**src/rtl/eth_tx_arbiter.sv**
```systemverilog
// Round-robin arbiter sharing one UDP/IP transmit engine between two packet sources,
// with an enforced inter-frame gap and a per-frame watchdog.
module eth_tx_arbiter #(
  parameter int IFG_CYCLES     = 24,
  parameter int TIMEOUT_CYCLES = 4096,
  parameter int CNT_W          = 16
) (
  input  logic        sys_clk,
  input  logic        sys_rst,
  input  logic        req0,
  input  logic [15:0] num0,
  input  logic [31:0] data0,
  output logic        rd0,
  output logic        done0,
  input  logic        req1,
  input  logic [15:0] num1,
  input  logic [31:0] data1,
  output logic        rd1,
  output logic        done1,
  output logic        eng_send_en,
  output logic [15:0] eng_send_data_num,
  output logic [31:0] eng_send_data,
  input  logic        eng_read_data_req,
  input  logic        eng_send_end,
  output logic        busy,
  output logic        grant_id,
  output logic        timeout_err
);

  typedef enum logic [1:0] {S_IDLE, S_BUSY, S_GAP} state_t;

  state_t           r_state;
  logic             r_grant;
  logic             r_last;
  logic [15:0]      r_num;
  logic             r_send_en;
  logic             r_done0;
  logic             r_done1;
  logic             r_tmo;
  logic [CNT_W-1:0] r_wdog;
  logic [CNT_W-1:0] r_gap;

  logic w_v0, w_v1, w_win, w_in_busy;

  // A zero-length request is treated as no request at all.
  assign w_v0  = req0 && (num0 != 16'd0);
  assign w_v1  = req1 && (num1 != 16'd0);
  assign w_win = (w_v0 && w_v1) ? ~r_last : w_v1;
  assign w_in_busy = (r_state == S_BUSY);

  always_ff @(posedge sys_clk) begin
    if (sys_rst) begin
      r_state   <= S_IDLE;
      r_grant   <= 1'b0;
      r_last    <= 1'b1;
      r_num     <= 16'd0;
      r_send_en <= 1'b0;
      r_done0   <= 1'b0;
      r_done1   <= 1'b0;
      r_tmo     <= 1'b0;
      r_wdog    <= '0;
      r_gap     <= '0;
    end else begin
      r_send_en <= 1'b0;
      r_done0   <= 1'b0;
      r_done1   <= 1'b0;
      r_tmo     <= 1'b0;
      case (r_state)
        S_IDLE: begin
          if (w_v0 || w_v1) begin
            r_grant   <= w_win;
            r_num     <= w_win ? num1 : num0;
            r_send_en <= 1'b1;
            r_wdog    <= '0;
            r_state   <= S_BUSY;
          end
        end
        S_BUSY: begin
          r_wdog <= r_wdog + 1'b1;
          // Frame completion wins over a watchdog expiry on the same edge.
          if (eng_send_end) begin
            if (r_grant) r_done1 <= 1'b1;
            else         r_done0 <= 1'b1;
            r_last  <= r_grant;
            r_gap   <= '0;
            r_state <= S_GAP;
          end else if (r_wdog == CNT_W'(TIMEOUT_CYCLES - 1)) begin
            r_tmo   <= 1'b1;
            r_last  <= r_grant;
            r_gap   <= '0;
            r_state <= S_GAP;
          end
        end
        S_GAP: begin
          r_gap <= r_gap + 1'b1;
          if (r_gap == CNT_W'(IFG_CYCLES - 1)) r_state <= S_IDLE;
        end
        default: r_state <= S_IDLE;
      endcase
    end
  end

  assign busy              = (r_state != S_IDLE);
  assign grant_id          = r_grant;
  assign eng_send_en       = r_send_en;
  assign eng_send_data_num = r_num;
  assign done0             = r_done0;
  assign done1             = r_done1;
  assign timeout_err       = r_tmo;
  assign rd0               = w_in_busy && !r_grant && eng_read_data_req;
  assign rd1               = w_in_busy &&  r_grant && eng_read_data_req;
  assign eng_send_data     = w_in_busy ? (r_grant ? data1 : data0) : 32'd0;

endmodule

```
**config.mk**
```make
export PLATFORM = sky130hd
export DESIGN_NAME = eth_tx_arbiter
export DESIGN_NICKNAME = d
export VERILOG_FILES = /design/src/rtl/eth_tx_arbiter.sv
export SDC_FILE = /design/constraint.sdc
export NUM_CORES = 1
export LEC_CHECK = 0
export BUFFER_PORTS_ARGS = -buffer_cell sky130_fd_sc_hd__buf_2
export CAP_MARGIN = 20
export CELL_PAD_IN_SITES_DETAIL_PLACEMENT = 2
export CELL_PAD_IN_SITES_GLOBAL_PLACEMENT = 2
export CORE_UTILIZATION = 26
export DETAILED_ROUTE_END_ITERATION = 12
export PLACE_DENSITY_LB_ADDON = 0.25
export SLEW_MARGIN = 5
export SYNTH_ARGS = -nofsm -noshare
export SYNTH_HDL_FRONTEND = slang
export SYNTH_SLANG_ARGS = --single-unit
```
**constraint.sdc**
```tcl
create_clock -name sys_clk -period 3.5 [get_ports sys_clk]
set_clock_uncertainty 0.15 [all_clocks]
set_input_delay 0.525 -clock sys_clk [delete_from_list [all_inputs] [get_ports sys_clk]]
set_output_delay 0.525 -clock sys_clk [all_outputs]
set_load 0.05 [all_outputs]
```
# Word level (Yosys, flattened, before mapping)
# Cells that the tools add are included.
# Widths: inputs -> output; s select.
# totals
reg_bits	56
latch_bits	0
ramBits	0
rom_bits	0
in_bits	102
output_inout_bits	56
word_cells	67
memories	0
# classes
add_sub_neg	2
n_mul	0
div_mod_pow	0
magnitude_cmp	0
n_eq_ne	7
shift	0
n_mux	20
bitwise	4
n_reduce_logical	24
# op_table
cell	count
$mux 16	4
$mux 32	2
$pmux 16 s2	2
$add 16x1->16 const B	2
$reduce_bool 16->1	2
$eq 16x12->1 const B	1
$eq 16x5->1 const B	1
$mux 2	4
$reduce_and 2->1	4
$reduce_bool 2->1	4
$logic_and 1x1->1	7
$mux 1	7
$pmux 2 s3	1
$reduce_or 3->1	2
$ne 2x2->1 const B	2
$not 1->1	4
$ne 3x2->1 const B	1
$reduce_and 3->1	1
$eq 2x1->1 const B	1
$eq 2x2->1 const B	1
$logic_not 2->1	1
$reduce_or 2->1	1
$logic_not 1->1	1
$logic_or 1x1->1	1

# Depth between registers and ports, before layout
# depth
word_depth	5
mapped_depth	9
mapped_depth_nobuf	7

# Worst setup path after synthesis
# Ideal clock, no wire load.
# synth_timing
kind	register to output
startpoint	register r_grant (netlist: grant_id)
endpoint	output eng_send_data[17]
arrival_ns	2.389
required_time_ns	2.825
setup_slack_ns	0.436
stages_incl_launch_ff	5
n_path_buf	2
path_cell_list	dfxtp_1 -> clkbuf_1 -> buf_1 -> mux2i_1 -> nor2_1
# synth_between
elab_chain_len	2
# synth_lines
item	line_no	rtl
start, declared	33	logic r_grant;
start signal, assigned	71	r_grant <= w_win;
$mux 32 (2 in series)	112	assign eng_send_data = w_in_busy ? (r_grant ? data1 : data0) : 32'd0;
end, declared	22	output logic [31:0] eng_send_data,
# Every way passes these cells.

# Worst setup path in the final report
# layout_timing
startpoint	register r_state[1]
endpoint	output eng_send_data[9]
# layout_between
elab_chain_len	2
# layout_lines
item	line_no	rtl
start, declared	32	state_t r_state;
start signal, assigned	53	r_state <= S_IDLE;
start signal, assigned	75	r_state <= S_BUSY;
start signal, assigned	86	r_state <= S_GAP;
$eq 2x1->1	49	assign w_in_busy = (r_state == S_BUSY);
$mux 32	112	
# Every way passes these cells.

==> results.yml <==
status:
  status: "finished clean"
global_route:
  grt_max_degree: 38
  grt_remaining_overflow: 0
  grt_pass1_wl_um: 18400
  antenna_found_initial: 0
  grtUsageTotal_pct: 17.3
  grt_pass1_vias: 3738
critical_path:
  path_cells: "inv_1 > ha_1 > buf_4 > inv_1 > buf_4 > nor2_1 > buf_2"
  rr_worst_depth: 6
  critPathMaxStageDelay_ns: 0.38
  critPathKind: "reg -> out"
  r2r-start: "r_state[0]"
  crit_fanout: 37
  endpoint_kind: "primary output"
  r2r-end: "r_wdog[5]"
  r2r_slack_ns: 0.95
  cp.required_ns: 2.82
  critPathSlowestCell: "buf_4"
  startpoint_type: "register"
  critPathTopFamily: "buffers and inverters"
  cp.arrival_ns: 1.98
  critPathBufInv: 5
logic_synthesis:
  synth_top_area_share_pct: 33.1
  synth-seq-cells: 56
  synth_xor_xnor_area_share_pct: 2.58
  ys_seq_area_share_pct: 33.1
  synthCells: 393
  synthSimpleGateAreaFrac_pct: 23.5
  syn-cell-area_um2: 3390
  ys_top_cells_by_count: "dfxtp_1, mux2i_1, nor2_1"
  syn_nets: 500
  synth_compound_area_share_pct: 17.6
  synth-adder-area-share_pct: 1.85
  ys_types: 56
  muxShareOfSynthArea_pct: 16.5
  yosys_most_used_dff: "dfxtp_1"
  synth_area_leaders: "dfxtp_1, mux2i_1, nor2_1"
  synth_top_family_by_area: "simple AND/OR/NAND/NOR gates"
  yosysTopAreaCell: "dfxtp_1"
  synth_edf_count: 0
  yosys_warnings: 0
  synth-async-reset-ratio_pct: 0
  syn_area_per_cell_um2: 8.62
clocking:
  cts_tree: "built"
  htree_levels: 2
  path_clk_slew_ns: 0.07
  clk_path_buf_depth: 2
  postCtsSetupBuffers: 0
  cts-root-buf: "clkbuf_16"
  cts_inserted_buffers: 5
  cts-resized-gates: 0
  cts_hold_buf: 0
  cts.sinks: 56
  insertion_delay_ns: 0.30
sta:
  finalCriticalPeriod_ns: 2.65
  slew_viol_final: 0
  hold_viol_final: 0
  relSlewSlack_pct: 33.3
  fin_crit_sh_pct: 75.8
  clock.fmax_ghz: 0.377
  rsz0062_at_grt: "no"
  finalWorstSetupSlack_ns: 0.847
  fin_setup_tns_ns: 0
  finalSetupViolCount: 0
  tightest_slew_ns: 0.994
routing:
  vias_per_cell: 5.09
  vias: 3616
  drtAntennaViolNets: 0
  drt-pass1-iter-count: 4
  wl_per_cell_um: 16.4
  drt_wl_total_um: 11700
  dr.first_iter.drc_count: 111
  drc_errors: 0
layout:
  area_growth_pct: 32.2
  fillers: 1484
  fin_cells: 710
  drive_gt1_share_pct: 34.2
  fin_nets: 644
  num_antenna_cells: 0
worst_hold_path:
  hp-class: "in -> reg"
  holdPathEnd: "timeout_err"
  hold_start: "eng_send_end"
  whs_path_depth: 2
floorplan:
  core_area_um2: 12700
  row_count: 41
  die_x_um: 116
  fp.dieH_um: 116
  io-pin-count: 158
  start_util_pct: 26.8
  dieArea_um2: 13500
flow_run:
  cap_violations: 0
power_and_ir_drop:
  p_per_area_nw_per_um2: 468
  vdd_drop_max_mv: 0.211
  p_leak_nw: 1.98
placement:
  place_ws_ns: 0.536
  dpl.hpwl_um: 9190
  dp_cells: 702
  gp_congestion: 0.743
  io_buffers: 157
[placed cells by master (no fill, tap or decap), types with 6 or more instances in the layout]
cell type / Yosys / routed
buf_2: 3 / 157
mux2i_1: 56 / 56
nor2_1: 56 / 56
dfxtp_1: 56 / 55
nand2_1: 21 / 21
o2bb2ai_1: 16 / 16
nand3_1: 15 / 15
nand4_1: 14 / 14
inv_1: 12 / 12
a21oi_1: 12 / 12
xnor2_1: 9 / 9
and3_1: 8 / 8
or4_1: 8 / 8
o21ai_0: 8 / 8
nand2b_1: 7 / 7
buf_4: 2 / 6
[metrics by stage]
| step | total power [mW] | utilization [%] | hold slack (ns) | area, um^2 |
|---|---|---|---|---|
| 5_1_grt | 2.21 | 35.4 | 0.325 | 4480 |
| 2_1_floorplan | 1.35 | - | 0.296 | 3390 |
| 3_5_place_dp | 1.61 | 34.2 | 0.294 | 4340 |
| 4_1_cts | 2.13 | 35.4 | 0.309 | 4480 |
| 3_3_place_gp | 1.59 | 34.2 | 0.292 | 4340 |
| 6_report | 2.10 | 35.4 | 0.308 | 4480 |
[sequential cells by signal (all words and copies together) (netlist names)]
register	count
r_last	1
r_gap	16
done1	1
timeout_err	1
r_wdog	16
eng_send_en	1
grant_id	1
r_state	2
done0	1
eng_send_data_num	16
[routing by layer]
| metal | GRT usage (%) | up-vias | wire (um) |
|---|---|---|---|
| met5 | 0 | - | 0 |
| met4 | 4.53 | 0 | 127 |
| met3 | 3.43 | 8 | 789 |
| met2 | 32.0 | 108 | 5730 |
| met1 | 20.2 | 1758 | 5020 |
| li1 | - | 1742 | - |
[how the worst max path moves through the flow]
stage,from,depth (start not counted),to
after floorplan,grant_id,4,eng_send_data[17]
after global placement,num0[8],6,r_wdog[3]
after detailed placement,num0[8],7,eng_send_data_num[8]
after CTS,r_state[1],7,eng_send_data[9]
after global routing,r_state[1],7,eng_send_data[26]
final,r_state[1],7,eng_send_data[9]
[cell type report]
type | instances | area, um^2 | share of cell area (%)
multi-input combinational | 298 | 2100 | 46.9
sequential | 56 | 1120 | 25.0
timing repair buffer | 164 | 851 | 19.0
tap | 172 | 215 | 4.80
clock buffer | 6 | 129 | 2.88
inverter | 12 | 45.0 | 1.01
clock inverter | 2 | 16.3 | 0.363
[cells by family (layout without fill, tap and decap cells)]
kind of cell / after synthesis / in the layout
and+or+nand+nor: 154 / 154
adders and majority gates: 5 / 5
buffers and inverters: 39 / 184
DFF: 56 / 56
xor gates and xnor gates: 10 / 10
AOI/OAI and AO/OA: 73 / 73
muxes: 56 / 56
[power by group]
| part | internal (mW) | switching [mW] | leakage (nW) |
|---|---|---|---|
| Combinational | 0.238 | 0.628 | 1.46 |
| Sequential | 0.683 | 0.0360 | 0.456 |
| Clock | 0.268 | 0.244 | 0.0671 |
Power figures use the tool's default switching activity.
